===== src/rtl/pwm_capture_module_if.sv =====
// Bundle of the PWM capture signals: the input waveform plus the measurement results.
// The slave modport is the capture block; the master modport is the source/consumer side.
// Parameterised on the counter width so it tracks the capture block's CNT_W.
interface pwm_capture_module_if #(
    parameter int CNT_W = 24
);
    logic             PWM_In;
    logic [CNT_W-1:0] Period_Cnt;
    logic [CNT_W-1:0] High_Cnt;
    logic [7:0]       Duty;
    logic             Valid;
    logic             Timeout;

    modport slave (
        input  PWM_In,
        output Period_Cnt,
        output High_Cnt,
        output Duty,
        output Valid,
        output Timeout
    );

    modport master (
        output PWM_In,
        input  Period_Cnt,
        input  High_Cnt,
        input  Duty,
        input  Valid,
        input  Timeout
    );
endinterface


===== src/rtl/pwm_capture_module.sv =====
// Measures period, high time and integer duty percent of an asynchronous PWM input.
// Latency: Valid pulses CNT_W+8 cycles after the rise that closes a period.
// No backpressure: Valid is a single-cycle pulse and the outputs hold until the next one.
module pwm_capture_module #(
    parameter int CNT_W     = 24,
    parameter int MAX_COUNT = 1_000_000
) (
    input logic                  CLK,
    input logic                  RST,
    pwm_capture_module_if.slave  bus
);
    localparam int DW = CNT_W + 7;
    localparam int IW = $clog2(DW + 1);
    localparam logic [CNT_W-1:0] MAX_C   = CNT_W'(MAX_COUNT);
    localparam logic [DW-1:0]    HUNDRED = DW'(100);

    typedef enum logic [1:0] {IDLE, HIGH, LOW, DIVIDE} state_t;

    logic             s1, s2, s3;
    logic             rise, fall;
    logic [CNT_W-1:0] cnt;

    state_t           state;
    logic [CNT_W-1:0] p_snap, h_snap, h_snap_next;
    logic             have_next, extra_rise;
    logic             seen_edge, to_done;
    logic [CNT_W-1:0] rem;
    logic [DW-1:0]    quo;
    logic [IW-1:0]    iter;

    logic [CNT_W-1:0] period_r, high_r;
    logic [7:0]       duty_r;
    logic             valid_r, timeout_r;

    logic [CNT_W:0]   trial;
    logic             take;
    logic [CNT_W-1:0] rem_nx;
    logic [DW-1:0]    quo_nx;
    logic [7:0]       duty_nx;
    logic             to_fire;

    assign rise = s2 & ~s3;
    assign fall = ~s2 & s3;

    // A stall fires once when the counter saturates; to_done blocks re-firing until the next rise.
    assign to_fire = (cnt == MAX_C) && !to_done && !rise;

    // Input synchronizer, edge-delay flop and the free-running rise-to-rise cycle counter.
    always_ff @(posedge CLK or posedge RST) begin
        if (RST) begin
            s1  <= 1'b0;
            s2  <= 1'b0;
            s3  <= 1'b0;
            cnt <= '0;
        end else begin
            s1 <= bus.PWM_In;
            s2 <= s1;
            s3 <= s2;
            if (rise) begin
                cnt <= CNT_W'(1);
            end else if (cnt != MAX_C) begin
                cnt <= cnt + CNT_W'(1);
            end
        end
    end

    // One restoring-division step: shift in the next dividend bit, subtract the period if it fits.
    always_comb begin
        trial   = {rem, quo[DW-1]};
        take    = (trial >= {1'b0, p_snap});
        rem_nx  = take ? CNT_W'(trial - {1'b0, p_snap}) : trial[CNT_W-1:0];
        quo_nx  = {quo[DW-2:0], take};
        duty_nx = (quo_nx > HUNDRED) ? 8'd100 : quo_nx[7:0];
    end

    // Capture FSM: snapshots high/period counts, runs the divider and publishes registered results.
    always_ff @(posedge CLK or posedge RST) begin
        if (RST) begin
            state       <= IDLE;
            p_snap      <= '0;
            h_snap      <= '0;
            h_snap_next <= '0;
            have_next   <= 1'b0;
            extra_rise  <= 1'b0;
            seen_edge   <= 1'b0;
            to_done     <= 1'b0;
            rem         <= '0;
            quo         <= '0;
            iter        <= '0;
            period_r    <= '0;
            high_r      <= '0;
            duty_r      <= '0;
            valid_r     <= 1'b0;
            timeout_r   <= 1'b0;
        end else begin
            valid_r <= 1'b0;
            if (rise) begin
                to_done <= 1'b0;
            end
            if (rise || fall) begin
                seen_edge <= 1'b1;
            end

            case (state)
                IDLE: begin
                    // First rise only arms; a stall counts once the input has moved at least once.
                    if (rise) begin
                        state <= HIGH;
                    end else if (seen_edge && to_fire) begin
                        timeout_r <= 1'b1;
                        period_r  <= '0;
                        high_r    <= '0;
                        duty_r    <= s2 ? 8'd100 : 8'd0;
                        valid_r   <= 1'b1;
                        to_done   <= 1'b1;
                        state     <= IDLE;
                    end
                end
                HIGH: begin
                    if (to_fire) begin
                        timeout_r <= 1'b1;
                        period_r  <= '0;
                        high_r    <= '0;
                        duty_r    <= s2 ? 8'd100 : 8'd0;
                        valid_r   <= 1'b1;
                        to_done   <= 1'b1;
                        state     <= IDLE;
                    end else if (fall) begin
                        h_snap <= cnt;
                        state  <= LOW;
                    end
                end
                LOW: begin
                    if (to_fire) begin
                        timeout_r <= 1'b1;
                        period_r  <= '0;
                        high_r    <= '0;
                        duty_r    <= s2 ? 8'd100 : 8'd0;
                        valid_r   <= 1'b1;
                        to_done   <= 1'b1;
                        state     <= IDLE;
                    end else if (rise) begin
                        p_snap     <= cnt;
                        quo        <= DW'(h_snap) * HUNDRED;
                        rem        <= '0;
                        iter       <= '0;
                        have_next  <= 1'b0;
                        extra_rise <= 1'b0;
                        state      <= DIVIDE;
                    end
                end
                DIVIDE: begin
                    rem  <= rem_nx;
                    quo  <= quo_nx;
                    iter <= iter + IW'(1);
                    // The counter keeps running, so a fall here is the next period's high time.
                    if (fall) begin
                        h_snap_next <= cnt;
                        have_next   <= 1'b1;
                    end
                    if (rise) begin
                        extra_rise <= 1'b1;
                    end
                    if (iter == IW'(DW - 1)) begin
                        period_r  <= p_snap;
                        high_r    <= h_snap;
                        duty_r    <= duty_nx;
                        valid_r   <= 1'b1;
                        timeout_r <= 1'b0;
                        // The rise that closed this period already opened the next one.
                        if (extra_rise || rise) begin
                            state <= IDLE;
                        end else if (have_next) begin
                            h_snap <= h_snap_next;
                            state  <= LOW;
                        end else if (fall) begin
                            h_snap <= cnt;
                            state  <= LOW;
                        end else begin
                            state <= HIGH;
                        end
                    end
                end
                default: state <= IDLE;
            endcase
        end
    end

    assign bus.Period_Cnt = period_r;
    assign bus.High_Cnt   = high_r;
    assign bus.Duty       = duty_r;
    assign bus.Valid      = valid_r;
    assign bus.Timeout    = timeout_r;

endmodule


===== src/flat_wrapper.sv =====
// flat-port wrapper written by rule: the top's interface ports become plain ports
module pwm_capture_module_flat 
#(
    parameter int CNT_W     = 24,
    parameter int MAX_COUNT = 1_000_000
)
  (CLK, RST, bus_PWM_In, bus_Period_Cnt, bus_High_Cnt, bus_Duty, bus_Valid, bus_Timeout);
  pwm_capture_module_if #(.CNT_W(CNT_W)) bus_i ();
  input logic CLK;
  input logic RST;
  input wire logic [$bits(bus_i.PWM_In)-1:0] bus_PWM_In;
  output wire logic [$bits(bus_i.Period_Cnt)-1:0] bus_Period_Cnt;
  output wire logic [$bits(bus_i.High_Cnt)-1:0] bus_High_Cnt;
  output wire logic [$bits(bus_i.Duty)-1:0] bus_Duty;
  output wire logic [$bits(bus_i.Valid)-1:0] bus_Valid;
  output wire logic [$bits(bus_i.Timeout)-1:0] bus_Timeout;
  assign bus_i.PWM_In = bus_PWM_In;
  assign bus_Period_Cnt = bus_i.Period_Cnt;
  assign bus_High_Cnt = bus_i.High_Cnt;
  assign bus_Duty = bus_i.Duty;
  assign bus_Valid = bus_i.Valid;
  assign bus_Timeout = bus_i.Timeout;
  pwm_capture_module #(.CNT_W(CNT_W), .MAX_COUNT(MAX_COUNT)) u_core (.CLK(CLK), .RST(RST), .bus(bus_i));
endmodule

===== config.mk =====
export PLATFORM = sky130hd
export DESIGN_NAME = pwm_capture_module_flat
export DESIGN_NICKNAME = d
export VERILOG_FILES = /design/src/rtl/pwm_capture_module_if.sv /design/src/rtl/pwm_capture_module.sv /design/src/flat_wrapper.sv
export SDC_FILE = /design/constraint.sdc
export NUM_CORES = 1
export LEC_CHECK = 0
export BUFFER_PORTS_ARGS = -buffer_cell sky130_fd_sc_hd__clkbuf_2
export CAP_MARGIN = 20
export CORE_ASPECT_RATIO = 1.1
export CORE_MARGIN = 10
export CORE_UTILIZATION = 35
export CTS_CLUSTER_SIZE = 25
export DETAILED_ROUTE_END_ITERATION = 6
export PLACE_DENSITY = 0.6
export RECOVER_POWER = 25
export SLEW_MARGIN = 20
export SYNTH_ARGS = -nofsm -noshare
export SYNTH_HDL_FRONTEND = slang
export SYNTH_SLANG_ARGS = --single-unit

===== constraint.sdc =====
create_clock -name CLK -period 21.1 [get_ports CLK]
set_input_delay 3.165 -clock CLK [delete_from_list [all_inputs] [get_ports CLK]]
set_output_delay 3.165 -clock CLK [all_outputs]
set_load 0.01 [all_outputs]

==> metrics.txt, run 1 <==
# TYPE chip_impl_metric gauge
chip_impl_metric{name="synth_edf_count",unit=""} 0
chip_impl_metric{name="placementRows",unit=""} 73
chip_impl_metric{name="dp_hpwl",unit="mm"} 23.00
chip_impl_metric{name="dieHeight",unit="um"} 222.1
chip_impl_metric{name="fillerInstances",unit=""} 3579
chip_impl_metric{name="initial_utilization",unit=""} 0.3567
chip_impl_metric{name="layout-drive-gt1-share",unit=""} 0.1130
chip_impl_metric{name="postRouteAntennaNets",unit=""} 0
chip_impl_metric{name="drt-pass1-iter-count",unit=""} 5
chip_impl_metric{name="post_cts_hold_buffers",unit=""} 0
chip_impl_metric{name="drc_violations_left",unit=""} 0
chip_impl_metric{name="routed_wl",unit="mm"} 32.14
chip_impl_metric{name="fraction_of_post_synthesis_cell_area_in_the_top_cell_type_by_area",unit=""} 0.4292
chip_impl_metric{name="final_report_setup_violation_count",unit=""} 0
chip_impl_metric{name="critPathMaxFanout",unit=""} 102
chip_impl_metric{name="tightest_slew",unit="ns"} 4.587
chip_impl_metric{name="design.core.area",unit="mm^2"} 0.03644
chip_impl_info{name="synth_largest_area_cell",value="sky130_fd_sc_hd__dfrtp_1"} 1
chip_impl_metric{name="cts_resized",unit=""} 0
chip_impl_metric{name="timing.critical_path.slowest_cell_delay",unit="ns"} 2.53
chip_impl_metric{name="place.gp.congestion",unit=""} 0.8483
chip_impl_metric{name="timing.final.crit_share",unit=""} 0.2986
chip_impl_metric{name="boundaryPins",unit=""} 61
chip_impl_metric{name="clock_path_buffers",unit=""} 3
chip_impl_metric{name="areaGrowthSynthToFinish",unit="%"} 11.85
chip_impl_metric{name="worst_ep_arrival_time",unit="ns"} 6.86
chip_impl_metric{name="min_period",unit="ns"} 6.300
chip_impl_metric{name="number_of_global_route_vias_before_repair",unit=""} 9785
chip_impl_metric{name="async_flop_share",unit=""} 1.000
chip_impl_metric{name="clk_pin_slew",unit="ns"} 0.06
chip_impl_metric{name="antenna_cells_inserted",unit=""} 0
chip_impl_metric{name="worst_clock_skew",unit="ns"} 0.009754
chip_impl_info{name="worstSetupEndpointType",value="asynchronous set/reset pin"} 1
chip_impl_metric{name="total_neg_setup_slack",unit="ns"} 0
chip_impl_metric{name="vias",unit=""} 9857
chip_impl_metric{name="cts_num_sinks",unit=""} 223
chip_impl_info{name="min-delay-path-class",value="register to register"} 1
chip_impl_info{name="ys_flop_type",value="sky130_fd_sc_hd__dfrtp_1"} 1
chip_impl_metric{name="maxSlewViolCount",unit=""} 337
chip_impl_metric{name="final.setup.worst_slack",unit="ns"} 14.80
chip_impl_metric{name="ctsHtreeMaxLevel",unit=""} 1
chip_impl_metric{name="report.final.hold_viol_count",unit=""} 0
chip_impl_metric{name="grt_pass1_wl",unit="mm"} 53.30
chip_impl_metric{name="timing.max_cap.violations",unit=""} 6
chip_impl_metric{name="synthCells",unit=""} 1327
chip_impl_metric{name="synth_area",unit="mm^2"} 0.01300
chip_impl_info{name="tritoncts",value="yes"} 1
chip_impl_metric{name="post_drt_wl_per_cell",unit="um"} 17.20
chip_impl_metric{name="overall_global_routing_resource_usage",unit=""} 0.1417
chip_impl_metric{name="clk_latency",unit="ns"} 0.52
chip_impl_metric{name="number_of_buffers_added_for_setup_after_cts",unit=""} 0
chip_impl_metric{name="dieArea",unit="mm^2"} 0.04526
chip_impl_metric{name="ys_ff_latch",unit=""} 223
chip_impl_info{name="worst_setup_path_start_kind",value="primary input"} 1
chip_impl_metric{name="io_buffer_count",unit=""} 60
chip_impl_metric{name="max_freq",unit="MHz"} 158.7
chip_impl_info{name="synth_area_leaders",value="sky130_fd_sc_hd__dfrtp_1 43%, sky130_fd_sc_hd__ha_1 11%, sky130_fd_sc_hd__a21oi_1 4.1%, sky130_fd_sc_hd__a22o_1 3.8%, sky130_fd_sc_hd__inv_1 3.8%"} 1
chip_impl_metric{name="antenna_found_initial",unit=""} 0
chip_impl_info{name="critical_path_class",value="primary input to asynchronous set/reset pin"} 1
chip_impl_metric{name="postSynthAreaPerCell",unit="um^2"} 9.797
chip_impl_metric{name="grt_overflow",unit=""} 0
chip_impl_metric{name="synth.net_count",unit=""} 1460
chip_impl_info{name="yosys.cell_count.top_type",value="sky130_fd_sc_hd__dfrtp_1"} 1
chip_impl_metric{name="final_net_count",unit=""} 1497
chip_impl_metric{name="grt_max_degree",unit=""} 103
chip_impl_info{name="run_status",value="finished with violations"} 1
chip_impl_metric{name="slew-limit-headroom",unit=""} -2.075
chip_impl_metric{name="layout.core_utilization",unit=""} 0.3990
chip_impl_info{name="cts-root-buf",value="sky130_fd_sc_hd__clkbuf_16"} 1
chip_impl_info{name="grt_setup_unrepaired",value="no"} 1
chip_impl_metric{name="place_ws",unit="ns"} 16.39
chip_impl_info{name="ys_top_cells_by_count",value="223 x sky130_fd_sc_hd__dfrtp_1, 131 x sky130_fd_sc_hd__inv_1, 110 x sky130_fd_sc_hd__ha_1, 106 x sky130_fd_sc_hd__a21oi_1, 97 x sky130_fd_sc_hd__nor2_1"} 1
chip_impl_metric{name="synth_cell_types",unit=""} 62
chip_impl_metric{name="seq_area_frac_synth",unit=""} 0.4292
chip_impl_metric{name="clock_buffers_created_by_tritoncts",unit=""} 25
chip_impl_info{name="crit_path_cell_trace",value="clkbuf_1, clkinvlp_2, buf_4"} 1
chip_impl_metric{name="viasPerCell",unit=""} 5.277
chip_impl_metric{name="iteration_0_drc_markers",unit=""} 538
chip_impl_metric{name="ys.warnings.count",unit=""} 0
chip_impl_info{name="violations_in_the_final_reports",value="max-capacitance violations, max-slew violations"} 1
chip_impl_info{name="critPathSlowestCell",value="sky130_fd_sc_hd__clkinvlp_2"} 1
chip_impl_metric{name="critPathRequiredTime",unit="ns"} 21.66
chip_impl_metric{name="die-width",unit="um"} 203.8
sequential cells by signal, summed over array words and instances (netlist names), 2 cells and up:
register and cells:
u_core.bus.Duty 8, u_core.state 2, u_core.quo 31, u_core.iter 5, u_core.h_snap 24, u_core.cnt 24
u_core.h_snap_next 24, u_core.p_snap 24, u_core.bus.Period_Cnt 24, u_core.bus.High_Cnt 24, u_core.rem 24
metrics by stage:
stage	hold slack [ns]	instance area (um^2)	instances
after floorplan	0.3312	13000	1327
after global placement	0.3414	13780	1824
after detailed placement	0.3458	13790	1824
after CTS	0.3617	14590	1868
after global routing	0.3641	14540	1868
final	0.3555	14540	1868
cells in the final DEF, fill, tap and decap left out, types with 16 or more instances in the layout:
| cell | netlist | final |
|---|---|---|
| sky130_fd_sc_hd__clkbuf_16 | 0 | 25 |
| sky130_fd_sc_hd__inv_1 | 131 | 130 |
| sky130_fd_sc_hd__nor2_1 | 97 | 97 |
| sky130_fd_sc_hd__clkbuf_2 | 0 | 59 |
| sky130_fd_sc_hd__mux2_2 | 40 | 40 |
| sky130_fd_sc_hd__nor3_1 | 17 | 18 |
| sky130_fd_sc_hd__xor2_1 | 29 | 29 |
| sky130_fd_sc_hd__o21ai_0 | 81 | 80 |
| sky130_fd_sc_hd__mux2i_1 | 16 | 16 |
| sky130_fd_sc_hd__a22o_1 | 57 | 57 |
| sky130_fd_sc_hd__a21o_1 | 16 | 16 |
| sky130_fd_sc_hd__nand3_1 | 21 | 21 |
| sky130_fd_sc_hd__xnor2_1 | 27 | 27 |
| sky130_fd_sc_hd__fa_1 | 20 | 20 |
| sky130_fd_sc_hd__nand2_1 | 84 | 84 |
| sky130_fd_sc_hd__ha_1 | 110 | 110 |
| sky130_fd_sc_hd__a21oi_1 | 106 | 105 |
| sky130_fd_sc_hd__o22ai_1 | 29 | 29 |
| sky130_fd_sc_hd__dfrtp_1 | 223 | 223 |
| sky130_fd_sc_hd__and3_1 | 16 | 16 |
final cells by class:
type	instances	area, um^2	share of cell area
timing repair buffer	72	370.4	0.02547
inverter	131	493.0	0.03390
sequential	223	5580	0.3838
multi-input combinational	911	6686	0.4598
clock inverter	6	57.56	0.003958
tap	487	609.3	0.04190
clock buffer	38	744.5	0.05120
critical path, delay by kind of cell:
kind	cells	cell delay (ns)
buffers and inverters	3	3.55
layer usage:
layer	share of wire	GRT usage	up-vias
li1	-	-	4762
met1	0.49	0.1999	4882
met4	0.020	0.03335	0
met5	0	0	-
met3	0.041	0.01900	35
met2	0.45	0.2239	178
logic make-up after synthesis:
| group | synth area share |
|---|---|
| adders and majority gates | 0.1367 |
| DFF | 0.4292 |
| AOI/OAI and AO/OA | 0.1802 |
| muxes | 0.04696 |
| xor gates and xnor gates | 0.03772 |
| and+or+nand+nor | 0.1112 |
| buffers and inverters | 0.05813 |
final timing paths:
kind | start | end | slack (ns) | cells past startpoint
worst max register to register | u_core.state[1] | u_core.h_snap[4] | 15.57 | 6
worst max-delay path | RST | u_core.h_snap_next[21] | 14.80 | 3
worst min-delay path | u_core.s1 | u_core.s2 | 0.36 | 0
min in group asynchronous | RST | u_core.cnt[14] | 4.02 | 2
max in group CLK | u_core.state[1] | u_core.h_snap[4] | 15.57 | 6
worst min register to register | u_core.s1 | u_core.s2 | 0.36 | 0
Power of run 1 is left out: the tool's default activity adds up to more than one toggle a clock period on the data nets, which glitch-free logic cannot reach.
==> run 2, diff against run 1 <==
--- a/config.mk
+++ b/config.mk
@@ -12,7 +12,7 @@
 export CORE_UTILIZATION = 35
 export CTS_CLUSTER_SIZE = 25
 export DETAILED_ROUTE_END_ITERATION = 6
-export PLACE_DENSITY = 0.6
+export PLACE_DENSITY = 0.62
 export RECOVER_POWER = 25
 export SLEW_MARGIN = 20
 export SYNTH_ARGS = -nofsm -noshare
==> constraint.sdc (replaced) <==
create_clock -name CLK -period 5.2 [get_ports CLK]
set_input_delay 0.78 -clock CLK [delete_from_list [all_inputs] [get_ports CLK]]
set_output_delay 0.78 -clock CLK [all_outputs]
set_load 0.01 [all_outputs]
==> run 2 against run 1 <==
  * The flow still finishes with violations (max-capacitance violations, max-slew violations)
  * Final cell count is 0.43% higher
  * Global-route usage is 0.18 points higher
  * First-iteration DRC count is 14% higher
  * Flip-flop and latch count stayed put
  * Die area stayed put
  * Hold slack worse by 0.0014 ns
  * Utilization is 0.42 points higher
  * Clock skew is 0.0085 ns higher
  * Clock-buffer cell count is 1 higher
  * Critical path depth is 10 higher
  * Via count is 2.0% higher
  * Register-to-register slack worse by 15 ns
  * Critical endpoint is now u_core.quo[29]
  * Largest cell class unchanged
  * Highest routed layer unchanged
==> metrics.txt, run 2 (synthesis gave the netlist of run 1 again) <==
# TYPE chip_impl_metric gauge
chip_impl_metric{name="total_neg_setup_slack",unit="ns"} 0
chip_impl_info{name="grt_setup_unrepaired",value="no"} 1
chip_impl_metric{name="postRouteAntennaNets",unit=""} 0
chip_impl_metric{name="place.gp.congestion",unit=""} 0.8609
chip_impl_metric{name="post_drt_wl_per_cell",unit="um"} 17.35
chip_impl_info{name="final_common_cell",value="sky130_fd_sc_hd__dfrtp_1"} 1
chip_impl_metric{name="boundaryPins",unit=""} 61
chip_impl_info{name="crit_path_cell_trace",value="ha_1, ha_1, fa_1, ha_1, a211oi_1, o211ai_1, a311oi_1, nor3_1, o31ai_1, o21ai_0, o31ai_1, xor2_1, a21oi_1"} 1
chip_impl_info{name="critical_path.reg2reg.endpoint",value="u_core.quo[29]"} 1
chip_impl_metric{name="slew-limit-headroom",unit=""} -0.8850
chip_impl_metric{name="design.core.area",unit="mm^2"} 0.03644
chip_impl_metric{name="layout-drive-gt1-share",unit=""} 0.1238
chip_impl_metric{name="dieHeight",unit="um"} 222.1
chip_impl_metric{name="timing.critical_path.slowest_cell_delay",unit="ns"} 0.47
chip_impl_metric{name="drc_violations_left",unit=""} 0
chip_impl_metric{name="worstPathBufferInverterCount",unit=""} 0
chip_impl_metric{name="min_period",unit="ns"} 4.217
chip_impl_metric{name="place_ws",unit="ns"} 1.082
chip_impl_metric{name="cts_num_sinks",unit=""} 223
chip_impl_metric{name="dieArea",unit="mm^2"} 0.04526
chip_impl_metric{name="largest_reg_flops",unit=""} 31
chip_impl_metric{name="final_report_setup_violation_count",unit=""} 0
chip_impl_metric{name="finalHoldWorstSlack",unit="ns"} 0.3541
chip_impl_metric{name="grt_overflow",unit=""} 0
chip_impl_metric{name="number_of_global_route_vias_before_repair",unit=""} 10110
chip_impl_metric{name="routed_wl",unit="mm"} 32.55
chip_impl_metric{name="die-width",unit="um"} 203.8
chip_impl_metric{name="post_cts_hold_buffers",unit=""} 0
chip_impl_metric{name="grt_max_degree",unit=""} 117
chip_impl_metric{name="report.final.hold_viol_count",unit=""} 0
chip_impl_metric{name="clock_path_buffers",unit=""} 3
chip_impl_info{name="tritoncts",value="yes"} 1
chip_impl_metric{name="worst_ep_arrival_time",unit="ns"} 4.61
chip_impl_metric{name="final.setup.worst_slack",unit="ns"} 0.9834
chip_impl_metric{name="final_net_count",unit=""} 1503
chip_impl_metric{name="cell_count_of_the_worst_reg_to_reg_path",unit=""} 13
chip_impl_info{name="run_status",value="finished with violations"} 1
chip_impl_metric{name="clk_pin_slew",unit="ns"} 0.06
chip_impl_metric{name="dp_hpwl",unit="mm"} 23.27
chip_impl_metric{name="grt_pass1_wl",unit="mm"} 54.40
chip_impl_metric{name="areaGrowthSynthToFinish",unit="%"} 13.02
chip_impl_metric{name="max_freq",unit="MHz"} 237.2
chip_impl_info{name="critPathSlowestCell",value="sky130_fd_sc_hd__fa_1"} 1
chip_impl_metric{name="viasPerCell",unit=""} 5.361
chip_impl_metric{name="timing.max_cap.violations",unit=""} 3
chip_impl_info{name="layout_common_cells",value="223 x sky130_fd_sc_hd__dfrtp_1, 130 x sky130_fd_sc_hd__inv_1, 109 x sky130_fd_sc_hd__ha_1"} 1
chip_impl_metric{name="maxSlewViolCount",unit=""} 184
chip_impl_info{name="r2r-start",value="u_core.h_snap[3]"} 1
chip_impl_info{name="critical_path.most_common_cell",value="sky130_fd_sc_hd__ha_1"} 1
chip_impl_info{name="register_containing_the_most_flip_flops_in_the_final_layout",value="u_core.quo"} 1
chip_impl_metric{name="vias",unit=""} 10060
chip_impl_metric{name="placementRows",unit=""} 73
chip_impl_metric{name="ctsHtreeMaxLevel",unit=""} 1
chip_impl_info{name="violations_in_the_final_reports",value="max-capacitance violations, max-slew violations"} 1
chip_impl_metric{name="clock_buffers_created_by_tritoncts",unit=""} 26
chip_impl_metric{name="clk_latency",unit="ns"} 0.54
chip_impl_info{name="cts-root-buf",value="sky130_fd_sc_hd__clkbuf_16"} 1
chip_impl_info{name="min-delay-path-class",value="primary input to register"} 1
chip_impl_metric{name="critPathRequiredTime",unit="ns"} 5.60
chip_impl_metric{name="cell_area_placed",unit="mm^2"} 0.01383
chip_impl_metric{name="cts_resized",unit=""} 0
chip_impl_metric{name="tightest_slew",unit="ns"} 2.828
chip_impl_metric{name="finalInstanceArea",unit="mm^2"} 0.01469
chip_impl_metric{name="timing.hold.worst_path_depth",unit=""} 1
chip_impl_metric{name="worst_clock_skew",unit="ns"} 0.01828
chip_impl_metric{name="number_of_buffers_added_for_setup_after_cts",unit=""} 0
chip_impl_info{name="worstSetupEndpointType",value="register"} 1
chip_impl_metric{name="timing.final.crit_share",unit=""} 0.8109
chip_impl_metric{name="iteration_0_drc_markers",unit=""} 615
chip_impl_info{name="worst_hold_startpoint",value="bus_PWM_In"} 1
chip_impl_metric{name="initial_utilization",unit=""} 0.3567
chip_impl_info{name="worst_setup_path_start_kind",value="register"} 1
chip_impl_metric{name="antenna_cells_inserted",unit=""} 0
chip_impl_info{name="hold_end",value="u_core.s1"} 1
chip_impl_metric{name="overall_global_routing_resource_usage",unit=""} 0.1435
chip_impl_metric{name="antenna_found_initial",unit=""} 0
chip_impl_info{name="critical_path_class",value="register to register"} 1
chip_impl_metric{name="drt-pass1-iter-count",unit=""} 5
chip_impl_metric{name="critPathMaxFanout",unit=""} 5
chip_impl_metric{name="io_buffer_count",unit=""} 60
chip_impl_info{name="crit_family",value="compound AO/OA/AOI/OAI gates"} 1
chip_impl_metric{name="reg2reg_slack",unit="ns"} 0.98
==> run 2: changes by cell type in the layout (fill, tap and decap cells not counted), moves of 2 or more <==
cell,previous run,this run
sky130_fd_sc_hd__buf_4,7,14
sky130_fd_sc_hd__clkbuf_16,25,27
sky130_fd_sc_hd__clkinv_4,0,2
sky130_fd_sc_hd__clkbuf_1,12,8
==> run 2: layout make-up <==
| cell class | instances | area [um^2] |
|---|---|---|
| fill | 3571 | 21750 |
| multi-input combinational | 911 | 6704 |
| sequential | 223 | 5580 |
| clock buffer | 39 | 790.8 |
| tap | 487 | 609.3 |
| inverter | 131 | 493.0 |
| timing repair buffer | 77 | 416.7 |
| clock inverter | 8 | 100.1 |
==> run 2: metrics by stage <==
step	cells	utilization
after detailed placement	1829	0.3794
after CTS	1876	0.4039
final	1876	0.4032
after global routing	1876	0.4032
after global placement	1829	0.3794
after floorplan	1327	-
==> run 2: worst max-delay path by stage <==
stage	startpoint	to	cells past startpoint
global placement	u_core.h_snap[4]	u_core.quo[29]	15
finish	u_core.h_snap[3]	u_core.quo[29]	13
detailed placement	u_core.h_snap[4]	u_core.quo[29]	15
floorplan	RST	u_core.bus.Duty[0]	1
CTS	u_core.h_snap[4]	u_core.quo[29]	15
global route	RST	u_core.bus.High_Cnt[18]	3
==> run 2: layer usage <==
metal,routed length (um),GRT usage,vias up,share of wire
met5,0,0,-,0
met4,625,0.03215,0,0.019
met3,1352,0.01856,42,0.042
met2,15050,0.2351,207,0.46
met1,15520,0.1964,5041,0.48
li1,-,-,4768,-
==> run 2: worst register-to-register path, cell delays in order, from the launching register on <==
cell,delay (ns)
sky130_fd_sc_hd__dfrtp_1,0.44
sky130_fd_sc_hd__ha_1,0.30
sky130_fd_sc_hd__ha_1,0.31
sky130_fd_sc_hd__fa_1,0.47
sky130_fd_sc_hd__ha_1,0.27
sky130_fd_sc_hd__a211oi_1,0.34
sky130_fd_sc_hd__o211ai_1,0.23
sky130_fd_sc_hd__a311oi_1,0.43
sky130_fd_sc_hd__nor3_1,0.15
sky130_fd_sc_hd__o31ai_1,0.37
sky130_fd_sc_hd__o21ai_0,0.21
sky130_fd_sc_hd__o31ai_1,0.29
sky130_fd_sc_hd__xor2_1,0.17
sky130_fd_sc_hd__a21oi_1,0.08
Power of run 2 is left out for the same reason.
==> run 3, diff against run 2 <==
--- a/config.mk
+++ b/config.mk
@@ -12,7 +12,7 @@
 export CORE_UTILIZATION = 35
 export CTS_CLUSTER_SIZE = 25
 export DETAILED_ROUTE_END_ITERATION = 6
-export PLACE_DENSITY = 0.62
+export PLACE_DENSITY = 0.6
 export RECOVER_POWER = 25
 export SLEW_MARGIN = 20
 export SYNTH_ARGS = -nofsm -noshare
==> constraint.sdc (replaced) <==
create_clock -name CLK -period 4.15 [get_ports CLK]
set_input_delay 0.6225 -clock CLK [delete_from_list [all_inputs] [get_ports CLK]]
set_output_delay 0.6225 -clock CLK [all_outputs]
set_load 0.01 [all_outputs]
==> run 3 against run 2 <==
  * The flow still finishes with violations (max-capacitance violations, max-slew violations)
  * Flip-flop and latch count unchanged
  * Hold slack worse by 0.15 ns
  * Die area unchanged
  * Register-to-register slack worse by 0.81 ns
  * Clock-buffer cell count down 2
  * Cell area up 0.72%
  * Critical path depth up 2
  * Final cell count up 0.37%
  * Critical endpoint is now u_core.quo[21]
==> metrics.txt, run 3 (synthesis gave the netlist of run 1 again) <==
# TYPE chip_impl_metric gauge
chip_impl_metric{name="drc_violations_left",unit=""} 0
chip_impl_info{name="tritoncts",value="yes"} 1
chip_impl_metric{name="antenna_cells_inserted",unit=""} 0
chip_impl_metric{name="postRouteAntennaNets",unit=""} 0
chip_impl_info{name="critPathSlowestCell",value="sky130_fd_sc_hd__or4_1"} 1
chip_impl_info{name="violations_in_the_final_reports",value="max-capacitance violations, max-slew violations"} 1
chip_impl_metric{name="clk_pin_slew",unit="ns"} 0.06
chip_impl_info{name="register_containing_the_most_flip_flops_in_the_final_layout",value="u_core.quo"} 1
chip_impl_metric{name="final_report_setup_violation_count",unit=""} 0
chip_impl_metric{name="largest_reg_flops",unit=""} 31
chip_impl_metric{name="iteration_0_drc_markers",unit=""} 539
chip_impl_info{name="cts-root-buf",value="sky130_fd_sc_hd__clkbuf_16"} 1
chip_impl_metric{name="worst_clock_skew",unit="ns"} 0.01228
chip_impl_metric{name="boundaryPins",unit=""} 61
chip_impl_metric{name="design.core.area",unit="mm^2"} 0.03644
chip_impl_metric{name="regArea",unit="mm^2"} 0.005580
chip_impl_info{name="worstSetupEndpointType",value="register"} 1
chip_impl_metric{name="antenna_found_initial",unit=""} 0
chip_impl_info{name="crit_path_cell_trace",value="ha_1, ha_1, inv_1, fa_1, inv_1, ha_1, o211ai_1, o211ai_1, a311oi_2, nor2_1, a31oi_1, o21bai_1, a211oi_1, or4_1, a21oi_1"} 1
chip_impl_info{name="run_status",value="finished with violations"} 1
chip_impl_metric{name="final_net_count",unit=""} 1510
chip_impl_metric{name="timing.critical_path.slowest_cell_delay",unit="ns"} 0.53
chip_impl_metric{name="clk_latency",unit="ns"} 0.53
chip_impl_metric{name="clock_path_buffers",unit=""} 3
chip_impl_metric{name="multi_input_area",unit="mm^2"} 0.006723
chip_impl_metric{name="dp_hpwl",unit="mm"} 23.51
chip_impl_metric{name="overall_global_routing_resource_usage",unit=""} 0.1420
chip_impl_metric{name="timing.max_cap.violations",unit=""} 4
chip_impl_metric{name="grt_max_degree",unit=""} 110
chip_impl_metric{name="post_cts_hold_buffers",unit=""} 0
chip_impl_info{name="worst_setup_path_start_kind",value="register"} 1
chip_impl_metric{name="number_of_global_route_vias_before_repair",unit=""} 9767
chip_impl_metric{name="critPathRequiredTime",unit="ns"} 4.60
chip_impl_metric{name="routed_wl",unit="mm"} 32.29
chip_impl_info{name="layout_common_cells",value="223 x sky130_fd_sc_hd__dfrtp_1, 130 x sky130_fd_sc_hd__inv_1, 109 x sky130_fd_sc_hd__ha_1"} 1
chip_impl_metric{name="drt-pass1-iter-count",unit=""} 5
chip_impl_metric{name="vias",unit=""} 9861
chip_impl_info{name="min-delay-path-class",value="primary input to register"} 1
chip_impl_metric{name="dieArea",unit="mm^2"} 0.04526
chip_impl_info{name="critical_path.most_common_cell",value="sky130_fd_sc_hd__ha_1"} 1
chip_impl_metric{name="place_ws",unit="ns"} 0.09243
chip_impl_metric{name="layout-drive-gt1-share",unit=""} 0.1311
chip_impl_metric{name="placementRows",unit=""} 73
chip_impl_metric{name="grt_pass1_wl",unit="mm"} 53.25
chip_impl_metric{name="viasPerCell",unit=""} 5.237
chip_impl_metric{name="report.final.hold_viol_count",unit=""} 0
chip_impl_metric{name="worst_ep_arrival_time",unit="ns"} 4.43
chip_impl_metric{name="maxSlewViolCount",unit=""} 230
chip_impl_metric{name="timing.final.crit_share",unit=""} 0.9593
chip_impl_metric{name="slew-limit-headroom",unit=""} -0.5861
chip_impl_metric{name="die-width",unit="um"} 203.8
chip_impl_info{name="critical_path_class",value="register to register"} 1
chip_impl_metric{name="critPathMaxFanout",unit=""} 5
chip_impl_metric{name="post_drt_wl_per_cell",unit="um"} 17.15
chip_impl_metric{name="clock_buffers_created_by_tritoncts",unit=""} 26
chip_impl_metric{name="total_neg_setup_slack",unit="ns"} 0
chip_impl_metric{name="areaGrowthSynthToFinish",unit="%"} 13.84
chip_impl_metric{name="max_freq",unit="MHz"} 251.2
chip_impl_metric{name="dieHeight",unit="um"} 222.1
chip_impl_metric{name="final.setup.worst_slack",unit="ns"} 0.1689
chip_impl_info{name="grt_setup_unrepaired",value="yes"} 1
chip_impl_metric{name="place.gp.congestion",unit=""} 0.8498
chip_impl_metric{name="grt_overflow",unit=""} 0
chip_impl_metric{name="cts_num_sinks",unit=""} 223
chip_impl_metric{name="min_period",unit="ns"} 3.981
chip_impl_metric{name="initial_utilization",unit=""} 0.3567
chip_impl_metric{name="finalHoldWorstSlack",unit="ns"} 0.2000
chip_impl_metric{name="io_buffer_count",unit=""} 60
chip_impl_metric{name="fillerInstances",unit=""} 3565
chip_impl_info{name="final_common_cell",value="sky130_fd_sc_hd__dfrtp_1"} 1
chip_impl_metric{name="tightest_slew",unit="ns"} 2.379
chip_impl_metric{name="ctsHtreeMaxLevel",unit=""} 1
-- run 3: repair_timing --
| action | 4_1_cts | 5_1_grt |
|---|---|---|
| gates resized for setup | 0 | 4 |
| buffers inserted | 0 | 1 |
| endpoints found under the hold margin | 0 | 0 |
| setup endpoints to repair | 0 | 9 |
-- run 3: worst paths after layout --
kind | from | endpoint | slack (ns) | cells after the start
setup reg to reg | u_core.h_snap[4] | u_core.quo[21] | 0.17 | 15
min in group asynchronous | RST | u_core.state[0] | 0.42 | 2
max in group asynchronous | RST | u_core.h_snap[22] | 0.77 | 3
setup / recovery | u_core.h_snap[4] | u_core.quo[21] | 0.17 | 15
hold reg to reg | u_core.s1 | u_core.s2 | 0.36 | 0
hold / removal | bus_PWM_In | u_core.s1 | 0.20 | 1
-- run 3: per-stage QoR --
| stage | std cells | util | area [um^2] |
|---|---|---|---|
| final | 1883 | 0.4061 | 14800 |
| after global routing | 1883 | 0.4061 | 14800 |
| after CTS | 1882 | 0.4063 | 14810 |
| after detailed placement | 1835 | 0.3815 | 13900 |
| after global placement | 1835 | 0.3813 | 13900 |
| after floorplan | 1327 | - | 13010 |
-- run 3: routing by layer --
| layer | vias up | wire (um) | global-route usage |
|---|---|---|---|
| met5 | - | 0 | 0 |
| met3 | 40 | 1348 | 0.02002 |
| met1 | 4836 | 15430 | 0.1983 |
| met4 | 0 | 612 | 0.03239 |
| met2 | 186 | 14900 | 0.2267 |
| li1 | 4799 | - | - |
-- run 3: cell type report --
cell class / instances / share of cell area
multi-input combinational: 911 / 0.4542
sequential: 223 / 0.3770
clock buffer: 37 / 0.05224
tap: 487 / 0.04117
inverter: 131 / 0.03331
timing repair buffer: 84 / 0.03322
clock inverter: 10 / 0.008792
-- run 3: worst max-delay path, delay by kind of cell (launching register included) --
kind            cells  cell delay [ns]
compound gates      7             1.19
buf+inv             2             0.09
fa+ha+maj           4             1.44
flops               1             0.43
simple gates        2             0.73
Power of run 3 is left out for the same reason.
